**config.mk**
```make
export PLATFORM = sky130hd
export DESIGN_NAME = fetch_stage_flat
export DESIGN_NICKNAME = d
export VERILOG_FILES = /design/src/rtl/fetch_pkg.sv /design/src/rtl/fetch_if.sv /design/src/rtl/fetch_if_id_reg.sv /design/src/rtl/fetch_stage.sv /design/src/flat_wrapper.sv
export SDC_FILE = /design/constraint.sdc
export NUM_CORES = 1
export LEC_CHECK = 0
export BUFFER_PORTS_ARGS = -buffer_cell sky130_fd_sc_hd__buf_2
export CORE_MARGIN = 1.5
export CORE_UTILIZATION = 50
export CTS_BUF_LIST = sky130_fd_sc_hd__clkbuf_8
export CTS_CLUSTER_SIZE = 10
export DETAILED_ROUTE_END_ITERATION = 12
export GPL_ROUTABILITY_DRIVEN = 1
export PLACE_DENSITY = 0.86
export REMOVE_ABC_BUFFERS = 1
export SETUP_SLACK_MARGIN = 0.5
export SLEW_MARGIN = 10
export SYNTH_ARGS = -nofsm -noshare
export SYNTH_HDL_FRONTEND = slang
export SYNTH_HIERARCHICAL = 1
export SYNTH_SLANG_ARGS = --single-unit
export TNS_END_PERCENT = 1
```
**constraint.sdc**
```tcl
create_clock -name clk -period 3.9 [get_ports clk]
set_input_delay 0.195 -clock clk [delete_from_list [all_inputs] [get_ports clk]]
set_output_delay 0.195 -clock clk [all_outputs]
set_load 0.02 [all_outputs]
```
**src/rtl/fetch_pkg.sv**
```systemverilog
// Shared types and constants for the RV32I fetch stage.
// Optional interrupt sequencing is enabled with FETCH_IRQ_EN.
package fetch_pkg;

  localparam int XLEN = 32;
  localparam logic [31:0] NOP_INST = 32'h0000_0013;

  typedef enum logic [1:0] {
    RUN,
    DRAIN,
    HANDLER
  } fetch_state_t;

  typedef struct packed {
    logic [XLEN-1:0] pc;
    logic [31:0]     inst;
    logic            valid;
  } if_id_t;

endpackage

```
**src/rtl/fetch_if.sv**
```systemverilog
// Instruction-memory bus between the fetch stage and imem.
// Read data is returned in the same cycle as the address.
interface fetch_if;
  import fetch_pkg::*;

  logic [XLEN-1:0] imem_addr;
  logic [31:0]     imem_rdata;

  modport master (
    output imem_addr,
    input  imem_rdata
  );

  modport slave (
    input  imem_addr,
    output imem_rdata
  );

endinterface

```
**src/rtl/fetch_if_id_reg.sv**
```systemverilog
// IF/ID pipeline register with write-enable and flush.
// Flush wins over write-enable and inserts a NOP bubble.
module if_id_reg
  import fetch_pkg::*;
(
  input  logic   clk,
  input  logic   rst,
  input  logic   we,
  input  logic   flush,
  input  if_id_t din,
  output if_id_t dout
);

  if_id_t r_q, r_d;

  always_comb begin
    r_d = r_q;
    if (flush) begin
      r_d.inst  = NOP_INST;
      r_d.valid = 1'b0;
    end else if (we) begin
      r_d = din;
    end
  end

  always_ff @(posedge clk) begin
    if (rst) begin
      r_q.pc    <= '0;
      r_q.inst  <= NOP_INST;
      r_q.valid <= 1'b0;
    end else begin
      r_q <= r_d;
    end
  end

  assign dout = r_q;

endmodule

```
**src/rtl/fetch_stage.sv**
```systemverilog
// PC register, next-PC select and IF/ID register of the RV32I core.
// Define FETCH_IRQ_EN for precise interrupt entry and mret return.
module fetch_stage
  import fetch_pkg::*;
#(
  parameter logic [XLEN-1:0] RESET_PC     = '0,
  parameter int              DRAIN_CYCLES = 2
) (
  input  logic            clk,
  input  logic            rst,
  input  logic            is_stall,
  input  logic            if_id_write_enable,
  input  logic            branch_taken,
  input  logic [XLEN-1:0] branch_target,
  fetch_if.master         imem,
  input  logic            irq,
  input  logic [XLEN-1:0] mtvec,
  input  logic            mret,
  output logic [XLEN-1:0] if_id_pc,
  output logic [31:0]     if_id_inst,
  output logic            if_id_valid,
  output logic            irq_ack,
  output logic [XLEN-1:0] epc
);

  logic [XLEN-1:0] pc_q, pc_d;
  logic [XLEN-1:0] pc_nrm;
  logic            flush_nrm;
  logic            flush;
  if_id_t          ifid_in, ifid_out;

  always_comb begin
    pc_nrm    = pc_q + XLEN'(4);
    flush_nrm = 1'b0;
    if (branch_taken) begin
      pc_nrm    = branch_target;
      flush_nrm = 1'b1;
    end else if (is_stall) begin
      pc_nrm = pc_q;
    end
  end

`ifdef FETCH_IRQ_EN
  localparam int CW = $clog2(DRAIN_CYCLES + 1);

  fetch_state_t    state_q, state_d;
  logic [CW-1:0]   cnt_q, cnt_d;
  logic [XLEN-1:0] epc_q, epc_d;
  logic            irq_ack_q, irq_ack_d;

  always_comb begin
    pc_d      = pc_nrm;
    flush     = flush_nrm;
    state_d   = state_q;
    cnt_d     = cnt_q;
    epc_d     = epc_q;
    irq_ack_d = 1'b0;
    unique case (state_q)
      RUN: begin
        // Entry edge discards the fetched word and holds pc.
        if (irq && !is_stall && !branch_taken) begin
          pc_d    = pc_q;
          flush   = 1'b1;
          epc_d   = pc_q;
          cnt_d   = CW'(DRAIN_CYCLES);
          state_d = DRAIN;
        end
      end
      DRAIN: begin
        pc_d  = pc_q;
        flush = 1'b1;
        if (branch_taken) epc_d = branch_target;
        if (cnt_q == '0) begin
          pc_d      = mtvec;
          irq_ack_d = 1'b1;
          state_d   = HANDLER;
        end else if (!is_stall) begin
          cnt_d = cnt_q - CW'(1);
        end
      end
      HANDLER: begin
        if (mret) begin
          pc_d    = epc_q;
          flush   = 1'b1;
          state_d = RUN;
        end
      end
      default: state_d = RUN;
    endcase
  end

  always_ff @(posedge clk) begin
    if (rst) begin
      state_q   <= RUN;
      cnt_q     <= '0;
      epc_q     <= '0;
      irq_ack_q <= 1'b0;
    end else begin
      state_q   <= state_d;
      cnt_q     <= cnt_d;
      epc_q     <= epc_d;
      irq_ack_q <= irq_ack_d;
    end
  end

  assign irq_ack = irq_ack_q;
  assign epc     = epc_q;
`else
  logic unused_irq;

  always_comb begin
    pc_d  = pc_nrm;
    flush = flush_nrm;
  end

  assign unused_irq = ^{irq, mtvec, mret};
  assign irq_ack    = 1'b0;
  assign epc        = '0;
`endif

  always_ff @(posedge clk) begin
    if (rst) pc_q <= RESET_PC;
    else     pc_q <= pc_d;
  end

  assign imem.imem_addr = pc_q;

  assign ifid_in.pc    = pc_q;
  assign ifid_in.inst  = imem.imem_rdata;
  assign ifid_in.valid = 1'b1;

  if_id_reg u_if_id (
    .clk   (clk),
    .rst   (rst),
    .we    (if_id_write_enable),
    .flush (flush),
    .din   (ifid_in),
    .dout  (ifid_out)
  );

  assign if_id_pc    = ifid_out.pc;
  assign if_id_inst  = ifid_out.inst;
  assign if_id_valid = ifid_out.valid;

endmodule

```
**src/flat_wrapper.sv**
```systemverilog
// flat-port wrapper written by rule: the top's interface ports become plain ports
module fetch_stage_flat import fetch_pkg::*;
#(
  parameter logic [XLEN-1:0] RESET_PC     = '0,
  parameter int              DRAIN_CYCLES = 2
)
  (clk, rst, is_stall, if_id_write_enable, branch_taken, branch_target, irq, mtvec, mret, if_id_pc, if_id_inst, if_id_valid, irq_ack, epc, imem_imem_addr, imem_imem_rdata);
  fetch_if imem_i ();
  input  logic clk;
  input  logic rst;
  input  logic is_stall;
  input  logic if_id_write_enable;
  input  logic branch_taken;
  input  logic [XLEN-1:0] branch_target;
  input  logic irq;
  input  logic [XLEN-1:0] mtvec;
  input  logic mret;
  output logic [XLEN-1:0] if_id_pc;
  output logic [31:0] if_id_inst;
  output logic if_id_valid;
  output logic irq_ack;
  output logic [XLEN-1:0] epc;
  output wire logic [$bits(imem_i.imem_addr)-1:0] imem_imem_addr;
  input wire logic [$bits(imem_i.imem_rdata)-1:0] imem_imem_rdata;
  assign imem_imem_addr = imem_i.imem_addr;
  assign imem_i.imem_rdata = imem_imem_rdata;
  fetch_stage #(.RESET_PC(RESET_PC), .DRAIN_CYCLES(DRAIN_CYCLES)) u_core (.clk(clk), .rst(rst), .is_stall(is_stall), .if_id_write_enable(if_id_write_enable), .branch_taken(branch_taken), .branch_target(branch_target), .imem(imem_i), .irq(irq), .mtvec(mtvec), .mret(mret), .if_id_pc(if_id_pc), .if_id_inst(if_id_inst), .if_id_valid(if_id_valid), .irq_ack(irq_ack), .epc(epc));
endmodule
```
Word-level counts from Yosys, hierarchy flattened. Cells that the tools add are included.

Add/subtract/negate cells: 1. Mux-type cells: 3. Reductions and logical operators: 2. Equality and inequality tests: 1. Bitwise logic cells: 1.

Operators by type and width (count): 32-bit two-way mux (2); 32-bit by 3-bit adder with 32-bit output (second input constant) (1); 2-bit by 1-bit inequality test with 1-bit output (second input constant) (1); 2-bit AND reduction (1); 2-bit OR reduction (1); 1-bit two-way mux (1); 1-bit inverter (1).

Word-level logic and storage cells: 12. Input port bits: 103. Bits in registers: 97. Output and inout port bits: 130.

Logic depth before layout (Yosys ltp).
Depth in word-level cells: 3. Depth in mapped cells: 7. Depth with buffers taken out: 5.

Cells and area by module. Netlist, hierarchy kept.

By module, submodules not included: if_id_reg (cells each 253, seq. area each 1301.2 um^2, area each 2661.3 um^2, instances 1); fetch_stage (cells each 266, seq. area each 640.6 um^2, area each 2134.5 um^2, instances 1).

Worst setup path before layout. OpenSTA, ideal clock, no wires.

Kind: register to register. Start: register u_core.pc_q[2], in the netlist u_core/imem.imem_addr[2]. End: register u_core.pc_q[28], in the netlist u_core/imem.imem_addr[28]. Buffers on the path: 0. Arrival: 1.922 ns. Cell stages (with the launch flop): 6. Setup time: 0.091 ns. Slack: 1.887 ns. Data required time: 3.809 ns. Clock period less this slack: 2.013 ns. Cell sequence: dfxtp_1 -> ha_1 -> nand2_1 -> or4b_1 -> or4_1 -> a311oi_1.

Longest elaborated chain between the ends: 3.

RTL lines: from (decl) (line fetch_stage.sv:26) `logic [XLEN-1:0] pc_q, pc_d;`; from (signal assigned) (line fetch_stage.sv:123) `else pc_q <= pc_d;`; 32-bit by 3-bit adder with 32-bit output (line fetch_stage.sv:33) `pc_nrm = pc_q + XLEN'(4);`; 32-bit two-way mux (line fetch_stage.sv:38) `end else if (is_stall) begin`; 32-bit two-way mux (line fetch_stage.sv:35) `if (branch_taken) begin`.

Every way passes these cells. The select of a mux whose other input is x is not followed. A chain may end at the register's enable or synchronous reset.

Worst setup path in the final report.
Start: register u_core.pc_q[2], in the netlist u_core/imem.imem_addr[2]. End: register u_core.pc_q[22], in the netlist u_core/imem.imem_addr[22].

Same word-level chain as after synthesis.

==> impl_metrics.py <==
metrics = {
    "status": {
        "status": "finished clean",
    },
    "synth": {
        "synth_edf_count": 0,
        "synth.top_cell.area_share_pct": 40.5,
        "ys_top_cells_by_area": "dfxtp_1 40%, mux2i_1 7.5%, nand4bb_1 7.5%",
        "yosysUniqueCellTypes": 57,
        "synthCells": 519,
        "ys_seq_elements": 97,
        "async_flop_share_pct": 0,
        "syn_area_per_cell_um2": 9.24,
        "synth_area_leader_cell": "dfxtp_1",
        "yosysWarnings": 6,
        "synth-main-ff-cell": "dfxtp_1",
        "ys_seq_area_share_pct": 40.5,
        "syn_area_um2": 4800,
    },
    "sta": {
        "final.min_clock_period_ns": 2.30,
        "rsz0062_at_grt": "no",
        "fin_crit_sh_pct": 58.9,
        "skew_ns": 0.00912,
        "finalSetupViolations": 0,
        "fmax_mhz": 436,
        "hold_viol": 0,
        "slew_headroom_pct": 36.0,
        "finalSetupTns_ns": 0,
        "drv_slew": 0,
        "worstMarginPinSlew_ns": 0.960,
    },
    "cts": {
        "post_cts_buffers": 0,
        "cts_buffers": 9,
        "clkTransAtPathRegs_ns": 0.10,
        "clock_sinks": 97,
        "cts_resized": 0,
        "cts_tree": "done",
        "cts_hold_buf": 0,
        "insertion_delay_ns": 0.36,
        "root_buffer": "clkbuf_8",
        "cts_buffer_depth": 2,
        "htree_levels": 3,
    },
    "routing": {
        "wirelength_mm": 12.5,
        "vias": 4345,
        "drc_errors": 0,
        "drtIter0Drc": 213,
        "routed_via_density": 5.44,
        "routedWlPerCell_um": 15.6,
        "dr.pass1.iters": 5,
        "ant_nets": 0,
    },
    "power_and_ir_drop": {
        "power_density_nw_per_um2": 359,
        "leakage_uw": 0.00250,
        "irDropWorstVdd_v": 0.000199,
        "combPwrFrac_pct": 16.1,
        "p_seq_share_pct": 53.3,
        "internal-power_uw": 1400,
        "swShare_pct": 31.1,
        "p_clk_share_pct": 30.5,
        "switchingPower_uw": 632,
    },
    "die": {
        "ioPinCount": 233,
        "die_h_um": 101,
        "die_w_um": 101,
        "die_area_um2": 10200,
        "floorplan.rows": 35,
        "initial_utilization_pct": 51.7,
        "core-area_um2": 9280,
    },
    "finish": {
        "multi_input_area_um2": 2490,
        "seq_area_um2": 1940,
        "finish.net_count": 769,
        "final.fill_count": 830,
        "n_antenna_cell": 0,
        "final-instance-count-excl-fill": 799,
        "drive_gt1_share_pct": 28.8,
        "area_growth_pct": 18.3,
    },
    "global_routing": {
        "grtUsageTotal_pct": 24.3,
        "grt_max_degree": 66,
        "overflow": 0,
        "antenna_found_initial": 0,
        "grt_pass1_wl_mm": 19.8,
        "grt_pass1_vias": 4086,
    },
    "critical_path": {
        "worstSetupStartpoint": "u_core/imem.imem_addr[2]",
        "endpoint": "u_core/imem.imem_addr[22]",
        "rrSetupSlack_ns": 1.60,
        "crit_fanout": 8,
        "worstSetupPathType": "flip-flop to flip-flop",
        "crit_path_end_kind": "flip-flop",
        "r2r-start": "u_core/imem.imem_addr[2]",
        "crit_required_ns": 4.14,
        "arrival_ns": 2.53,
        "startpoint_type": "flip-flop",
        "rr_worst_depth": 5,
        "r2r_end": "u_core/imem.imem_addr[22]",
    },
    "placement": {
        "port_buffers": 165,
        "placedCellCount": 783,
        "dp.final_hpwl_mm": 8.86,
        "routabilityCongestion": 0.818,
    },
    "run": {
        "drv_cap": 0,
    },
    "min_path": {
        "hp-class": "primary input to flip-flop",
    },
}
-- critical path, stage by stage, from the launching register on --
cell and delay [ns]:
dfxtp_1 0.54, ha_1 0.27, nor2b_1 0.40, nand2b_1 0.25, or3_1 0.35, a2111oi_1 0.35
-- worst min path at each step --
stage / startpoint / endpoint / slack [ns] / cells after the start
after floorplan: rst / u_core/imem.imem_addr[2] / 0.26 / 1
after global placement: imem_imem_rdata[1] / u_core/u_if_id/dout[2] / 0.41 / 3
after detailed placement: imem_imem_rdata[0] / u_core/u_if_id/dout[1] / 0.42 / 3
after CTS: imem_imem_rdata[0] / u_core/u_if_id/dout[1] / 0.03 / 3
after global routing: imem_imem_rdata[1] / u_core/u_if_id/dout[2] / 0.04 / 3
final: imem_imem_rdata[0] / u_core/u_if_id/dout[1] / 0.05 / 3
-- cells by family (layout without fill, tap and decap cells) --
| logic type | after synthesis | after routing | share of synthesized area, % |
|---|---|---|---|
| other | 2 | 34 | 0.157 |
| xor gates and xnor gates | 9 | 9 | 1.64 |
| and+or+nand+nor | 218 | 218 | 28.2 |
| DFF | 97 | 97 | 40.5 |
| adders and majority gates | 1 | 1 | 0.261 |
| AOI/OAI and AO/OA | 81 | 81 | 11.5 |
| buffers and inverters | 75 | 194 | 10.2 |
| muxes | 36 | 36 | 7.51 |
-- metrics by stage --
step	instance area [µm²]	total power (µW)	utilization (%)	setup slack [ns]	hold slack, ns
global placement	5490	1420	59.2	1.76	0.413
global route	5670	2130	61.1	1.45	0.0394
CTS	5670	2050	61.1	1.63	0.0300
finish	5670	2040	61.1	1.60	0.0455
floorplan	4450	1280	-	1.89	0.264
detailed placement	5490	1440	59.2	1.69	0.420
-- power by group through the flow --
stage               Sequential [µW]  Clock [µW]  Combinational [µW]
floorplan                      1150           0                 133
global placement               1110           0                 318
detailed placement             1110           0                 328
CTS                            1090         641                 329
global route                   1090         682                 356
finish                         1090         621                 328
-- final cells by class --
type | instances | area share (%)
timing repair buffer | 172 | 15.5
clock inverter | 7 | 1.04
tap | 129 | 2.84
sequential | 97 | 34.2
clock buffer | 9 | 2.18
inverter | 6 | 0.397
multi-input combinational | 379 | 43.8
-- layer usage --
layer	global-route usage, %	wire length (µm)
met2	40.6	6120
met3	5.96	947
met4	9.19	201
met5	0	0
met1	30.2	5220
-- registers in the layout (all words and copies together) (netlist names) --
signal                 cells
u_core/u_if_id/dout       65
u_core/imem.imem_addr     32
-- synthesized netlist by cell type (9+ instances only) --
master	number
a211oi_1	9
buf_4	33
clkbuf_1	20
dfxtp_1	97
mux2i_1	36
nand2_1	23
nand2b_1	35
nand4_1	13
nand4bb_1	32
nor2_1	60
o21ai_1	30
-- cell usage in the layout, fill, tap and decap left out, drive strengths merged, types with 9 or more instances in the layout --
cell,n
nand4,14
o21ai,37
nor2,60
dfxtp,97
inv,10
nand2b,35
clkbuf,9
nand2,23
a211oi,9
mux2i,36
nand4bb,32
buf,172
conb,34
Power figures use the tool's default switching activity.
